===== config.mk =====
export PLATFORM = sky130hd
export DESIGN_NAME = mda_pixel_shifter
export DESIGN_NICKNAME = d
export VERILOG_FILES = /design/src/rtl/mda_pkg.sv /design/src/rtl/mda_attr_decode.sv /design/src/rtl/mda_pixel_shifter.sv
export SDC_FILE = /design/constraint.sdc
export NUM_CORES = 1
export LEC_CHECK = 0
export CAP_MARGIN = 40
export CORE_MARGIN = 2
export CORE_UTILIZATION = 30
export CTS_BUF_LIST = sky130_fd_sc_hd__clkbuf_16
export DETAILED_ROUTE_END_ITERATION = 6
export HOLD_SLACK_MARGIN = 0.03
export SYNTH_ARGS = -nofsm -noshare
export SYNTH_HDL_FRONTEND = slang
export SYNTH_SLANG_ARGS = --single-unit

===== constraint.sdc =====
create_clock -name clk -period 1.8 [get_ports clk]
set_input_delay 0.45 -clock clk [delete_from_list [all_inputs] [get_ports clk]]
set_output_delay 0.45 -clock clk [all_outputs]
set_load 0.02 [all_outputs]

===== src/rtl/mda_pkg.sv =====
`default_nettype none
// ============================================================================
// Module      : mda_pkg
// Description : Shared constants, attribute classes and cell record for the
//               MDA pixel shifter.
// Revision    : 1.0 - initial release
// ============================================================================
package mda_pkg;

    localparam int CELL_W = 9;

    localparam int ATTR_FG_LSB  = 0;
    localparam int ATTR_FG_MSB  = 2;
    localparam int ATTR_INT     = 3;
    localparam int ATTR_BG_LSB  = 4;
    localparam int ATTR_BG_MSB  = 6;
    localparam int ATTR_BLINK   = 7;

    // Box-drawing range whose glyphs extend into the 9th column
    localparam logic [7:0] BOX_LO = 8'hC0;
    localparam logic [7:0] BOX_HI = 8'hDF;

    typedef enum logic [1:0] {
        NORMAL  = 2'd0,
        NONDISP = 2'd1,
        REVERSE = 2'd2,
        ULINE   = 2'd3
    } attr_class_e;

    typedef struct packed {
        logic       valid;
        logic [7:0] code;
        logic [7:0] attr;
        logic [3:0] row;
        logic       cursor;
    } cell_info_t;

    function automatic logic is_box_code(input logic [7:0] c);
        return (c >= BOX_LO) && (c <= BOX_HI);
    endfunction

endpackage
`default_nettype wire


===== src/rtl/mda_attr_decode.sv =====
`default_nettype none
// ============================================================================
// Module      : mda_attr_decode
// Description : Classifies an MDA attribute byte into normal, nondisplay,
//               reverse or underline video.
// Revision    : 1.0 - initial release
// ============================================================================
module mda_attr_decode
    import mda_pkg::*;
(
    input  logic [7:0] attr,
    output logic [1:0] attr_class
);

    logic [2:0]  w_fg;
    logic [2:0]  w_bg;
    attr_class_e w_class;

    assign w_fg = attr[ATTR_FG_MSB:ATTR_FG_LSB];
    assign w_bg = attr[ATTR_BG_MSB:ATTR_BG_LSB];

    // Intensity and blink bits do not take part in the classification
    always_comb begin
        w_class = NORMAL;
        if (w_fg == 3'b000 && w_bg == 3'b000) begin
            w_class = NONDISP;
        end else if (w_fg == 3'b000 && w_bg == 3'b111) begin
            w_class = REVERSE;
        end else if (w_fg == 3'b001 && w_bg == 3'b000) begin
            w_class = ULINE;
        end
    end

    assign attr_class = w_class;

endmodule
`default_nettype wire


===== src/rtl/mda_pixel_shifter.sv =====
`default_nettype none
// ============================================================================
// Module      : mda_pixel_shifter
// Description : Aligns cell fields with the font ROM row, applies MDA
//               attribute/blink/cursor rules and serialises 9 dots per cell.
// Revision    : 1.0 - initial release
// ============================================================================
module mda_pixel_shifter
    import mda_pkg::*;
#(
    parameter int ROM_LAT   = 2,
    parameter int ULINE_ROW = 12,
    parameter int BLINK_BIT = 4
) (
    input  logic       clk,
    input  logic       rst_n,
    input  logic       cell_start,
    input  logic [7:0] code,
    input  logic [7:0] attr,
    input  logic [3:0] row,
    input  logic       cursor,
    input  logic [3:0] cur_start,
    input  logic [3:0] cur_end,
    input  logic       blink_en,
    input  logic       vsync_pulse,
    input  logic [7:0] font_data,
    output logic       pix_valid,
    output logic       pix_video,
    output logic       pix_intense
);

    localparam logic [3:0] c_ULINE_ROW = 4'(ULINE_ROW);
    localparam logic [3:0] c_LAST_DOT  = 4'(CELL_W - 1);

    cell_info_t          w_in;
    cell_info_t          r_pipe [ROM_LAT];
    cell_info_t          w_cur;
    logic [4:0]          r_frame_cnt;
    logic [1:0]          w_class_raw;
    attr_class_e         w_class;
    logic                w_ninth;
    logic [CELL_W-1:0]   w_glyph;
    logic                w_uline_row;
    logic                w_blink_off;
    logic                w_cursor_on;
    logic [CELL_W-1:0]   w_word;
    logic                w_int;
    logic [CELL_W-1:0]   r_sh;
    logic [3:0]          r_cnt;
    logic                r_valid;
    logic                r_int;

    always_comb begin
        w_in        = '0;
        w_in.valid  = cell_start;
        w_in.code   = code;
        w_in.attr   = attr;
        w_in.row    = row;
        w_in.cursor = cursor;
    end

    // Cell fields ride alongside the ROM lookup so they meet font_data
    always_ff @(posedge clk or negedge rst_n) begin
        if (!rst_n) begin
            for (int i = 0; i < ROM_LAT; i++) begin
                r_pipe[i] <= '0;
            end
        end else begin
            r_pipe[0] <= w_in;
            for (int i = 1; i < ROM_LAT; i++) begin
                r_pipe[i] <= r_pipe[i-1];
            end
        end
    end

    assign w_cur = r_pipe[ROM_LAT-1];

    always_ff @(posedge clk or negedge rst_n) begin
        if (!rst_n) begin
            r_frame_cnt <= '0;
        end else if (vsync_pulse) begin
            r_frame_cnt <= r_frame_cnt + 5'd1;
        end
    end

    mda_attr_decode u_attr_decode (
        .attr       (w_cur.attr),
        .attr_class (w_class_raw)
    );

    assign w_class     = attr_class_e'(w_class_raw);
    assign w_ninth     = is_box_code(w_cur.code) & font_data[0];
    assign w_glyph     = {font_data, w_ninth};
    assign w_uline_row = (w_cur.row == c_ULINE_ROW);
    assign w_blink_off = blink_en & w_cur.attr[ATTR_BLINK] & r_frame_cnt[BLINK_BIT];
    assign w_cursor_on = w_cur.cursor
                       & (cur_start <= w_cur.row)
                       & (w_cur.row <= cur_end)
                       & ~r_frame_cnt[3];

    // Order matters: blank, then underline, then reverse, cursor last
    always_comb begin
        w_word = w_glyph;
        w_int  = w_cur.attr[ATTR_INT];
        if (w_class == NONDISP || w_blink_off) begin
            w_word = '0;
        end
        if (w_class == ULINE && w_uline_row && !w_blink_off) begin
            w_word = '1;
        end
        if (w_class == REVERSE) begin
            w_word = ~w_word;
            w_int  = w_cur.attr[ATTR_BLINK] & ~blink_en;
        end
        if (w_cursor_on) begin
            w_word = '1;
            w_int  = w_cur.attr[ATTR_INT];
        end
    end

    // A new load always wins over a cell still being shifted out
    always_ff @(posedge clk or negedge rst_n) begin
        if (!rst_n) begin
            r_sh    <= '0;
            r_cnt   <= '0;
            r_valid <= 1'b0;
            r_int   <= 1'b0;
        end else if (w_cur.valid) begin
            r_sh    <= w_word;
            r_cnt   <= c_LAST_DOT;
            r_valid <= 1'b1;
            r_int   <= w_int;
        end else if (r_valid) begin
            if (r_cnt == 4'd0) begin
                r_sh    <= '0;
                r_valid <= 1'b0;
                r_int   <= 1'b0;
            end else begin
                r_sh  <= {r_sh[CELL_W-2:0], 1'b0};
                r_cnt <= r_cnt - 4'd1;
            end
        end
    end

    assign pix_valid   = r_valid;
    assign pix_video   = r_valid & r_sh[CELL_W-1];
    assign pix_intense = r_valid & r_sh[CELL_W-1] & r_int;

endmodule
`default_nettype wire


==> summary.md, run 1 <==
| Metric | Value |
|---|---|
| Root buffer cell | sky130_fd_sc_hd__clkbuf_16 |
| Top flip-flop cell by instance count after synthesis | sky130_fd_sc_hd__dfrtp_1 |
| Worst Path Class, Setup | flip-flop to flip-flop |
| Violated checks | negative setup slack |
| Syn nets | 243 |
| Number of rows created at floorplan | 32 |
| Count of flip-flops with a built-in enable after synthesis | 0 |
| Cell-by-cell trace of the critical path | or4b_4 > nor3_4 > a41oi_2 > o211a_1 > or3b_1 |
| Number of antenna violations at the first check in global routing | 0 |
| CP max FO | 2 |
| Global router's overall resource usage | 0.128 |
| Deepest clock path buffer count | 2 |
| Count of final hold-check violations | 0 |
| Clock transition at path regs | 0.07 ns |
| Final Cycle Share | 1.03 |
| Total clock buffers created by CTS | 5 |
| Count of nets left with antenna violations after detail routing | 0 |
| Yosys warnings | 0 |
| Number of violations reported at the end of detailed-routing iteration 0 | 140 |
| Number of pins exceeding their max-slew limit in the final report | 0 |
| Horiz. Die Dim | 92.0 microns |
| IO Port Bufs | 39 |
| Number of synthesized register bits | 54 |
| Final critical-path required period | 1.85 ns |
| Largest stage delay on the critical path | 0.55 ns |
| First-pass GRT wire length | 8550 microns |
| Area grow syn2layout | 46.4% |
| Per-cell routed wire length | 14.3 microns |
| Element type at the critical path end | flip-flop |
| Number of maximum-capacitance constraint violations | 0 |
| Remaining global-route overflow | 0 |
| Number of diodes | 0 |
| Max H-tree Level | 2 |
| Category of the worst setup path launch point | flip-flop |
| Post-route total power | 3740 uW |
| IO Count | 45 |
| Flop-to-flop setup slack | -0.05 ns |
| Worst Max-Slew Pin Slew | 0.478 ns |
| Number of inserted filler cells in the final layout | 717 |
| Die Area | 8460 sq um |
| Share of final-layout standard cells stronger than drive strength 1 | 0.258 |
| Clock latency reported for the late side of the worst-skew pair | 0.29 ns |
| First drt pass iteration count | 5 |
| Launch point of the worst reg-to-reg path | r_pipe[1] |
| Arrival time worst endpoint | 2.01 ns |
| Count of clock tree sinks | 54 |
| Syn Area/Cell | 12.2 sq um |
| Via count of the first global-routing pass | 1748 |
| Die Ht | 92.0 microns |
| Post-CTS Hold Buffers | 0 |
| Core outline area | 7610 sq um |
| Synth Cell Area | 2320 sq um |
| Total vias in the final route | 1750 |
| Via density per instance | 4.89 |
| Worst ir drop on vdd | 0.551 mV |
| Post-synth ARST share | 1.00 |
| Post-route cell area | 3400 sq um |
| Seq/Total Area, Yosys | 0.582 |
| Initial core utilization | 0.305 |
| Drc violations | 0 |
| Cell with the largest stage delay on the worst path | sky130_fd_sc_hd__or4b_4 |
| Number of cells on the worst reg-to-reg path | 5 |
| Setup Skew | 0.00595 ns |
| Setup WS post-layout | -0.0468 ns |
| Gate Count Post-Synth | 190 |
| Total wire length | 5120 microns |
| Sum of negative setup slack | -0.0550 ns |
| Final Net Count | 308 |
| Dpl cell area | 3040 sq um |
| Combined buffer and inverter count along the critical path | 0 |
| RSZ-0062 raised after global routing | yes |
| Endpoints failing setup | 5 |
| Clock tree from TritonCTS | built |
| Highest attainable clock frequency | 0.541 GHz |
| Endpoint of the most critical register-to-register path | r_sh[0] |
| Total half-perimeter wirelength after legalization and detailed placement | 3420 microns |
| Total leakage power | 0.00154 uW |
| Unique masters post-synth | 42 |
| Critical path's top delay family | simple AND/OR/NAND/NOR gates |
| Power Dens Cells | 1100 nW/um^2 |
| Worst Hold Class | input port to async pin |
| Crit path required time | 1.97 ns |
| Status | complete, but fails checks |
| Maximum number of pins on one net before global-route repair | 21 |
| Gpl congestion | 0.768 |
| Remaining max-slew budget at the tightest pin | 0.681 |
==> state kept, by name, indices dropped and copies added, names as in the netlist <==
name	flops
r_frame_cnt	5
pix_valid	1
r_cnt	4
r_int	1
r_pipe	34
r_sh	9
==> final cells by class <==
cell class | count | area [sq um] | share of cell area
flip-flops and latches | 54 | 1350 | 0.398
multi-input cells | 110 | 1080 | 0.317
repair buffers | 63 | 597 | 0.175
well taps | 102 | 128 | 0.0375
clock buffers | 5 | 125 | 0.0368
inverters | 21 | 78.8 | 0.0232
clock inverters | 3 | 41.3 | 0.0121
==> report_power, final <==
group	switching (uW)	total (uW)	internal, uW
registers	186	1600	1410
clock network	399	1050	650
logic	481	1090	607
total	1070	3740	2670
==> per-stage QoR <==
stage | util | hold slack (ns) | worst slack, ns | std cells
after global routing | 0.447 | 0.149 | -0.128 | 358
final | 0.447 | 0.121 | -0.0468 | 358
after floorplan | - | 0.154 | -0.125 | 190
after global placement | 0.399 | 0.334 | -0.564 | 344
after detailed placement | 0.399 | 0.335 | -0.579 | 344
after CTS | 0.434 | 0.130 | -0.0627 | 352
==> synthesized netlist by cell type (2+ instances only) <==
library cell                n  area [sq um]
sky130_fd_sc_hd__xor2_1     2          17.5
sky130_fd_sc_hd__inv_1     21          78.8
sky130_fd_sc_hd__nand3_1    3          15.0
sky130_fd_sc_hd__and3_1     2          12.5
sky130_fd_sc_hd__nor2_1     5          18.8
sky130_fd_sc_hd__nand2b_1   2          12.5
sky130_fd_sc_hd__o31a_1     8          70.1
sky130_fd_sc_hd__ha_1      11           138
sky130_fd_sc_hd__nor3b_1    3          22.5
sky130_fd_sc_hd__clkbuf_1   6          22.5
sky130_fd_sc_hd__xnor2_1    4          35.0
sky130_fd_sc_hd__a21oi_1    3          15.0
sky130_fd_sc_hd__dfrtp_1   54          1350
sky130_fd_sc_hd__a222oi_1   8          80.1
sky130_fd_sc_hd__nand4_1    3          18.8
sky130_fd_sc_hd__a221o_1    8          80.1
sky130_fd_sc_hd__nand2_1   14          52.6
sky130_fd_sc_hd__o21a_1     8          60.1
sky130_fd_sc_hd__a211oi_1   2          15.0
==> cell usage in the layout (no fill, tap or decap), types with 3 or more instances in the layout <==
master | Yosys | final
sky130_fd_sc_hd__o31a_1 | 8 | 8
sky130_fd_sc_hd__buf_12 | 0 | 3
sky130_fd_sc_hd__nor3b_4 | 0 | 3
sky130_fd_sc_hd__clkbuf_16 | 0 | 5
sky130_fd_sc_hd__clkdlybuf4s50_1 | 0 | 27
sky130_fd_sc_hd__dlygate4sd2_1 | 0 | 10
sky130_fd_sc_hd__ha_4 | 0 | 5
sky130_fd_sc_hd__nand2_1 | 14 | 13
sky130_fd_sc_hd__nand4_1 | 3 | 3
sky130_fd_sc_hd__inv_1 | 21 | 16
sky130_fd_sc_hd__a221o_1 | 8 | 8
sky130_fd_sc_hd__ha_1 | 11 | 6
sky130_fd_sc_hd__dfrtp_1 | 54 | 53
sky130_fd_sc_hd__xnor2_1 | 4 | 4
sky130_fd_sc_hd__o21a_1 | 8 | 8
sky130_fd_sc_hd__buf_4 | 0 | 20
sky130_fd_sc_hd__nor2_1 | 5 | 4
sky130_fd_sc_hd__a222oi_1 | 8 | 8
sky130_fd_sc_hd__inv_2 | 0 | 6
==> worst max path at each step <==
stage / slack (ns) / startpoint / depth (start not counted) / to
2_1_floorplan: -0.13 / r_pipe[1] / 5 / r_sh[0]
3_3_place_gp: -0.56 / cur_end[2] / 9 / r_int
3_5_place_dp: -0.58 / cur_start[2] / 8 / r_int
4_1_cts: -0.06 / r_pipe[1] / 5 / r_sh[0]
5_1_grt: -0.13 / r_pipe[1] / 5 / r_sh[0]
6_report: -0.05 / r_pipe[1] / 5 / r_sh[0]
==> cells by family (layout without fill, tap and decap cells) <==
group           after synthesis  after routing  synth area share
xor+xnor                      6              6            0.0226
buf+inv                      27             92            0.0436
fa+ha+maj                    11             11            0.0592
flops                        54             54             0.582
simple gates                 44             45             0.109
mux                           1              1           0.00485
compound gates               47             47             0.179
==> layer usage <==
layer  vias to the layer above  track usage  wire length [microns]  part of all wire
li1                        829            -                      -                 -
met5                         -            0                      0                 0
met1                       859        0.169                   2240              0.44
met2                        56        0.205                   2530              0.49
met3                         6       0.0345                    291             0.057
met4                         0       0.0460                     61             0.012
==> worst reg2reg max path: stages, from the launching register on <==
cell and delay (ns):
sky130_fd_sc_hd__dfrtp_1 0.38, sky130_fd_sc_hd__or4b_4 0.55, sky130_fd_sc_hd__nor3_4 0.17, sky130_fd_sc_hd__a41oi_2 0.06, sky130_fd_sc_hd__o211a_1 0.22, sky130_fd_sc_hd__or3b_1 0.36
==> what timing repair did <==
item                                    4_1_cts  5_1_grt
gates cloned                                  0        1
gates resized for setup                      30       12
pin swaps                                    20       24
endpoints found under the setup margin       12       13
setup buffers                                 1        7
Note: power is estimated with default switching activity, not from simulation.
==> inputs of run 2 (changes only) <==
--- a/config.mk
+++ b/config.mk
@@ -11,6 +11,7 @@
 export CTS_BUF_LIST = sky130_fd_sc_hd__clkbuf_16
 export DETAILED_ROUTE_END_ITERATION = 6
 export HOLD_SLACK_MARGIN = 0.03
+export REMOVE_ABC_BUFFERS = 1
 export SYNTH_ARGS = -nofsm -noshare
 export SYNTH_HDL_FRONTEND = slang
 export SYNTH_SLANG_ARGS = --single-unit
==> run 2 against run 1 <==
  * The run still ends with negative setup slack left
  * Final area fell by 1.2%
  * Global-route usage fell by 0.85 points
  * Critical path type unchanged
  * Sequential power barely moved
  * First-iteration DRC count fell by 12%
  * Power rose by 2.2%
  * Sequential share of layout area rose by 0.53 points
  * Hold slack got worse by 0.039 ns
  * Non-clock buffer count did not move
  * Cell count fell by 0.28%
  * Largest power group unchanged
  * Clock power rose by 14%
  * Via count fell by 2.7%
==> summary.md, run 2 (synthesis results as in run 1) <==
| Metric | Value |
|---|---|
| Dpl cell area | 2990 sq um |
| Die Ht | 92.0 microns |
| CP max FO | 2 |
| Register with the most flip-flops | r_pipe |
| Deepest clock path buffer count | 2 |
| IO Count | 45 |
| Initial core utilization | 0.305 |
| Highest attainable clock frequency | 0.535 GHz |
| Clock tree from TritonCTS | built |
| Global router's overall resource usage | 0.120 |
| Worst hold margin | 0.0815 ns |
| Horiz. Die Dim | 92.0 microns |
| Max reg flops | 34 |
| Final core utilization | 0.442 |
| Endpoints failing setup | 2 |
| Leading registers by flop count | r_pipe (34), r_sh (9), r_frame_cnt (5) |
| Total vias in the final route | 1703 |
| Number of diodes | 0 |
| Per-cell routed wire length | 13.3 microns |
| Post-CTS Hold Buffers | 0 |
| Final Cycle Share | 1.04 |
| Worst ir drop on vdd | 0.506 mV |
| Core outline area | 7610 sq um |
| Number of pins exceeding their max-slew limit in the final report | 0 |
| Arrival time worst endpoint | 2.04 ns |
| Clock latency reported for the late side of the worst-skew pair | 0.29 ns |
| Sum of negative setup slack | -0.105 ns |
| Cell with the largest stage delay on the worst path | sky130_fd_sc_hd__or4b_4 |
| Crit path required time | 1.97 ns |
| Setup slack after placement | -0.576 ns |
| Gpl congestion | 0.762 |
| Setup WS post-layout | -0.0683 ns |
| Count of final hold-check violations | 0 |
| Number of maximum-capacitance constraint violations | 0 |
| Final Net Count | 307 |
| Final critical-path required period | 1.87 ns |
| First-pass GRT wire length | 7920 microns |
| Most frequent cells in the layout | sky130_fd_sc_hd__dfrtp_1 (52), sky130_fd_sc_hd__clkdlybuf4s50_1 (27), sky130_fd_sc_hd__buf_4 (20) |
| Number of inserted filler cells in the final layout | 707 |
| Total leakage power | 0.00152 uW |
| Setup Skew | 0.00583 ns |
| Number of rows created at floorplan | 32 |
| Remaining global-route overflow | 0 |
| Clock transition at path regs | 0.07 ns |
| Worst Max-Slew Pin Slew | 0.426 ns |
| RSZ-0062 raised after global routing | yes |
| Share of final-layout standard cells stronger than drive strength 1 | 0.259 |
| Critical path's top delay family | simple AND/OR/NAND/NOR gates |
| Violated checks | negative setup slack |
| Status | complete, but fails checks |
| IO Port Bufs | 39 |
| Remaining max-slew budget at the tightest pin | 0.714 |
| Combined buffer and inverter count along the critical path | 0 |
| Category of the worst setup path launch point | flip-flop |
| First drt pass iteration count | 5 |
| Area grow syn2layout | 44.6% |
| Die Area | 8460 sq um |
| Via density per instance | 4.77 |
| Count of clock tree sinks | 54 |
| Via count of the first global-routing pass | 1720 |
| Worst Hold Class | input port to async pin |
| Commonest non-fill, non-tap cell in the layout | sky130_fd_sc_hd__dfrtp_1 |
| Root buffer cell | sky130_fd_sc_hd__clkbuf_16 |
| Max H-tree Level | 2 |
| Count of nets left with antenna violations after detail routing | 0 |
| Worst Path Class, Setup | flip-flop to flip-flop |
| Largest stage delay on the critical path | 0.55 ns |
| Element type at the critical path end | flip-flop |
| Total half-perimeter wirelength after legalization and detailed placement | 3230 microns |
| Maximum number of pins on one net before global-route repair | 40 |
| Number of antenna violations at the first check in global routing | 0 |
| Power Dens Cells | 1140 nW/um^2 |
| Number of violations reported at the end of detailed-routing iteration 0 | 123 |
| Cell-by-cell trace of the critical path | or4b_4 > nor3_4 > a41oi_2 > o211a_1 > or3b_1 |
| Total clock buffers created by CTS | 5 |
| Post-route cell area | 3360 sq um |
| Drc violations | 0 |
| Total wire length | 4760 microns |
[run 2: worst paths after layout]
kind                                 start         end  slack [ns]  depth (start not counted)
worst max-delay path             r_pipe[1]     r_sh[0]       -0.07                          5
worst min-delay path                 rst_n     r_sh[6]        0.08                          1
max in group asynchronous            rst_n   r_pipe[4]        1.17                          2
min in group clk                r_pipe[43]  r_pipe[21]        0.35                          0
worst min register to register  r_pipe[43]  r_pipe[21]        0.35                          0
worst max register to register   r_pipe[1]     r_sh[0]       -0.07                          5
[run 2: cell type report]
class	instances	area, sq um	share of cell area
clock inverters	3	63.8	0.0190
well taps	102	128	0.0380
multi-input cells	109	1030	0.308
repair buffers	63	578	0.172
inverters	21	78.8	0.0235
flip-flops and latches	54	1350	0.403
clock buffers	5	125	0.0372
[run 2: what timing repair did]
action                                  4_1_cts  5_1_grt
buffers inserted                              2        2
pin swaps                                    20       10
gates resized for setup                      37       10
cloned                                        0        1
endpoints found under the setup margin       13       12
[run 2: layer usage]
layer	GRT usage	wire [microns]	up-vias
li1	-	-	821
met1	0.148	2130	840
met2	0.200	2360	34
met3	0.0337	203	8
met4	0.0448	76	0
met5	0	0	-
[run 2: per-stage QoR]
step	total power (uW)	cells
after floorplan	2100	184
after global placement	2490	345
after detailed placement	2510	345
after CTS	3790	354
after global routing	4050	357
final	3820	357
[run 2: report_power, final]
part	internal [uW]	switching [uW]	leakage, uW
clock network	791	405	0.0000915
logic	581	455	0.000795
registers	1410	175	0.000636
total	2780	1030	0.00152
==> inputs of run 3 (changes only) <==
--- a/config.mk
+++ b/config.mk
@@ -5,6 +5,7 @@
 export SDC_FILE = /design/constraint.sdc
 export NUM_CORES = 1
 export LEC_CHECK = 0
+export ABC_AREA = 1
 export CAP_MARGIN = 40
 export CORE_MARGIN = 2
 export CORE_UTILIZATION = 30
==> run 3 against run 2 <==
  * The flow now finishes without violations
  * Clock skew increased by 0.0012 ns
  * Sequential share of layout area increased by 2.1 points
  * Synthesized area increased by 3.4%
  * Routed wire length decreased by 11%
  * Clock-buffer cell count unchanged
  * Setup slack improved by 0.20 ns
  * Critical path type is now input port to flip-flop
==> summary.md, run 3 <==
| Metric | Value |
|---|---|
| Number of diodes | 0 |
| Post-CTS Setup Repair Bufs | 0 |
| Arrival time worst endpoint | 1.86 ns |
| Element type at the critical path end | flip-flop |
| Setup WS post-layout | 0.129 ns |
| Leading cell type by number of instances after synthesis | sky130_fd_sc_hd__nand2_1 |
| Remaining max-slew budget at the tightest pin | 0.690 |
| Status | finished clean |
| Seq/Total Area, Yosys | 0.562 |
| Power Dens Cells | 1080 nW/um^2 |
| Unique masters post-synth | 25 |
| Cell occurring most often along the worst timing path | sky130_fd_sc_hd__nand2_1 |
| Launch point of the worst reg-to-reg path | r_pipe[2] |
| Worst Hold Class | input port to async pin |
| Worst ir drop on vdd | 0.460 mV |
| Area taken by flip-flops and latches | 1350 sq um |
| Number of antenna violations at the first check in global routing | 0 |
| Count of flip-flops with a built-in enable after synthesis | 0 |
| Final Cycle Share | 0.928 |
| Top flip-flop cell by instance count after synthesis | sky130_fd_sc_hd__dfrtp_1 |
| Proportion of netlist area held by the largest area contributor | 0.562 |
| Number of maximum-capacitance constraint violations | 0 |
| Commonest non-fill, non-tap cell in the layout | sky130_fd_sc_hd__nand2_1 |
| Synth Cell Area | 2400 sq um |
| Crit path required time | 1.99 ns |
| Cell with the largest stage delay on the worst path | sky130_fd_sc_hd__clkdlybuf4s50_1 |
| Core outline area | 7730 sq um |
| Final Net Count | 364 |
| Number of rows created at floorplan | 32 |
| Root buffer cell | sky130_fd_sc_hd__clkbuf_16 |
| Most frequent cells in the layout | sky130_fd_sc_hd__nand2_1 (65), sky130_fd_sc_hd__dfrtp_1 (54), sky130_fd_sc_hd__inv_1 (43) |
| Synth Area in Adders | 0.0573 |
| Clock tree from TritonCTS | built |
| Sum of negative setup slack | 0 ns |
| Max reg flops | 34 |
| Clock latency reported for the late side of the worst-skew pair | 0.29 ns |
| Launching element of the worst setup path | cur_start[1] |
| Post-route total power | 3430 uW |
| Maximum number of pins on one net before global-route repair | 37 |
| Max H-tree Level | 2 |
| Area grow syn2layout | 32.6% |
| Global router's overall resource usage | 0.105 |
| Post-Synth Simple-Gate Area | 0.245 |
| Cell-by-cell trace of the critical path | clkdlybuf4s50_1 > ha_1 > nand2_1 > nand2_1 > nand2_1 > nand2_1 > nand2_2 > nand3_4 > nand2_2 > nand2_1 > nand2_1 > nand2_1 |
| Total clock buffers created by CTS | 5 |
| Largest stage delay on the critical path | 0.41 ns |
| Area of the multi-input gates | 906 sq um |
| Leading registers by flop count | r_pipe (34), r_sh (9), r_frame_cnt (5) |
| Number of pins exceeding their max-slew limit in the final report | 0 |
| Worst hold margin | 0.102 ns |
| Deepest clock path buffer count | 2 |
| IO Count | 45 |
| Drc violations | 0 |
| Setup slack after placement | -0.354 ns |
| Syn Area/Cell | 9.24 sq um |
| CP max FO | 5 |
| Total vias in the final route | 1760 |
| Share of final-layout standard cells stronger than drive strength 1 | 0.122 |
| Post-CTS Hold Buffers | 0 |
| Post-synth ARST share | 1.00 |
| Total half-perimeter wirelength after legalization and detailed placement | 3180 microns |
| Flop-to-flop setup slack | 0.23 ns |
| Via count of the first global-routing pass | 1619 |
| Worst Path Class, Setup | input port to flip-flop |
| Count of clock tree sinks | 54 |
| Main combinational cell family by area after synthesis | simple AND/OR/NAND/NOR gates |
| Number of inserted filler cells in the final layout | 748 |
| Total leakage power | 0.00161 uW |
| Final critical-path required period | 1.67 ns |
| First drt pass iteration count | 4 |
| Total wire length | 4230 microns |
| Horiz. Die Dim | 93.5 microns |
| Number of cells in the design after placement | 405 |
| Largest area contributor in the netlist | sky130_fd_sc_hd__dfrtp_1 |
| Die Area | 8740 sq um |
| Synthesized-area fraction occupied by ao, oa, aoi and oai cells | 0.0328 |
| Number of cells on the worst reg-to-reg path | 12 |
| Remaining global-route overflow | 0 |
| Gate Count Post-Synth | 260 |
| Post-route non-filler standard cell count | 414 |
| Count of nets left with antenna violations after detail routing | 0 |
| Initial core utilization | 0.311 |
| Fraction of synthesized area in multiplexers | 0.00469 |
| Setup Skew | 0.00705 ns |
| Die Ht | 93.5 microns |
| RSZ-0062 raised after global routing | no |
| Count of final hold-check violations | 0 |
| Largest cells by area after synthesis | sky130_fd_sc_hd__dfrtp_1 (56%), sky130_fd_sc_hd__nand2_1 (11%), sky130_fd_sc_hd__nand3_1 (7.3%), sky130_fd_sc_hd__inv_1 (7.2%), sky130_fd_sc_hd__ha_1 (5.7%) |
| Clock transition at path regs | 0.07 ns |
| First-pass GRT wire length | 7130 microns |
| IO Port Bufs | 39 |
| Xor/xnor share of the synthesized area | 0.0146 |
| Endpoint of the most critical register-to-register path | r_int |
| Endpoints failing setup | 0 |
| Per-cell routed wire length | 10.2 microns |
| Yosys warnings | 0 |
| Highest attainable clock frequency | 0.599 GHz |
| Number of violations reported at the end of detailed-routing iteration 0 | 104 |
| Category of the worst setup path launch point | input port |
| Worst Max-Slew Pin Slew | 0.466 ns |
| Number of synthesized register bits | 54 |
| Register with the most flip-flops | r_pipe |
| Gpl congestion | 0.794 |
| Via density per instance | 4.25 |
| List of most frequent post-synthesis cells | sky130_fd_sc_hd__nand2_1 (68), sky130_fd_sc_hd__dfrtp_1 (54), sky130_fd_sc_hd__inv_1 (46) |
==> run 3: worst max-delay path by stage <==
stage | cells after the start | to | slack, ns
floorplan | 12 | r_int | 0.28
global placement | 11 | r_int | -0.35
detailed placement | 11 | r_int | -0.35
CTS | 11 | r_int | 0.004
global route | 12 | r_int | 0.01
finish | 12 | r_int | 0.13
==> run 3: where the power goes <==
part | internal, uW | leakage, uW | total, uW | switching, uW
Sequential | 1420 | 0.000637 | 1530 | 111
Clock | 659 | 0.0000842 | 1080 | 424
Combinational | 369 | 0.000887 | 826 | 458
==> run 3: worst max-delay path, delay by kind of cell <==
family	cells	cell delay, ns
adders and majority gates	1	0.31
and+or+nand+nor	10	0.68
buffers and inverters	1	0.41
==> run 3: repair_timing <==
action | CTS | global route
gates cloned | 0 | 1
pin swaps | 0 | 7
resized for setup | 4 | 13
endpoints found under the setup margin | 8 | 10
==> run 3: metrics by stage <==
step                instance area (sq um)  utilization
floorplan                            2380            -
global placement                     2960        0.383
detailed placement                   2960        0.383
CTS                                  3130        0.405
global route                         3190        0.413
finish                               3190        0.413
==> run 3: cells by family after synthesis <==
logic type      count (synthesis)
fa+ha+maj                      11
mux                             1
simple gates                  126
compound gates                 14
buf+inv                        50
flops                          54
xor+xnor                        4
==> run 3: metal layers <==
layer | vias to the layer above | GRT usage | wire [microns]
li1 | 920 | - | -
met1 | 801 | 0.131 | 1900
met2 | 33 | 0.172 | 2060
met3 | 6 | 0.0242 | 184
met4 | 0 | 0.0478 | 85
met5 | - | 0 | 0
==> run 3: area by class of cell <==
cell class                      count  area share
Inverter                           47      0.0553
Sequential cell                    54       0.424
Tap cell                          102      0.0400
Clock buffer                        5      0.0392
Timing Repair Buffer               46       0.144
Multi-Input combinational cell    157       0.284
Clock inverter                      3      0.0137
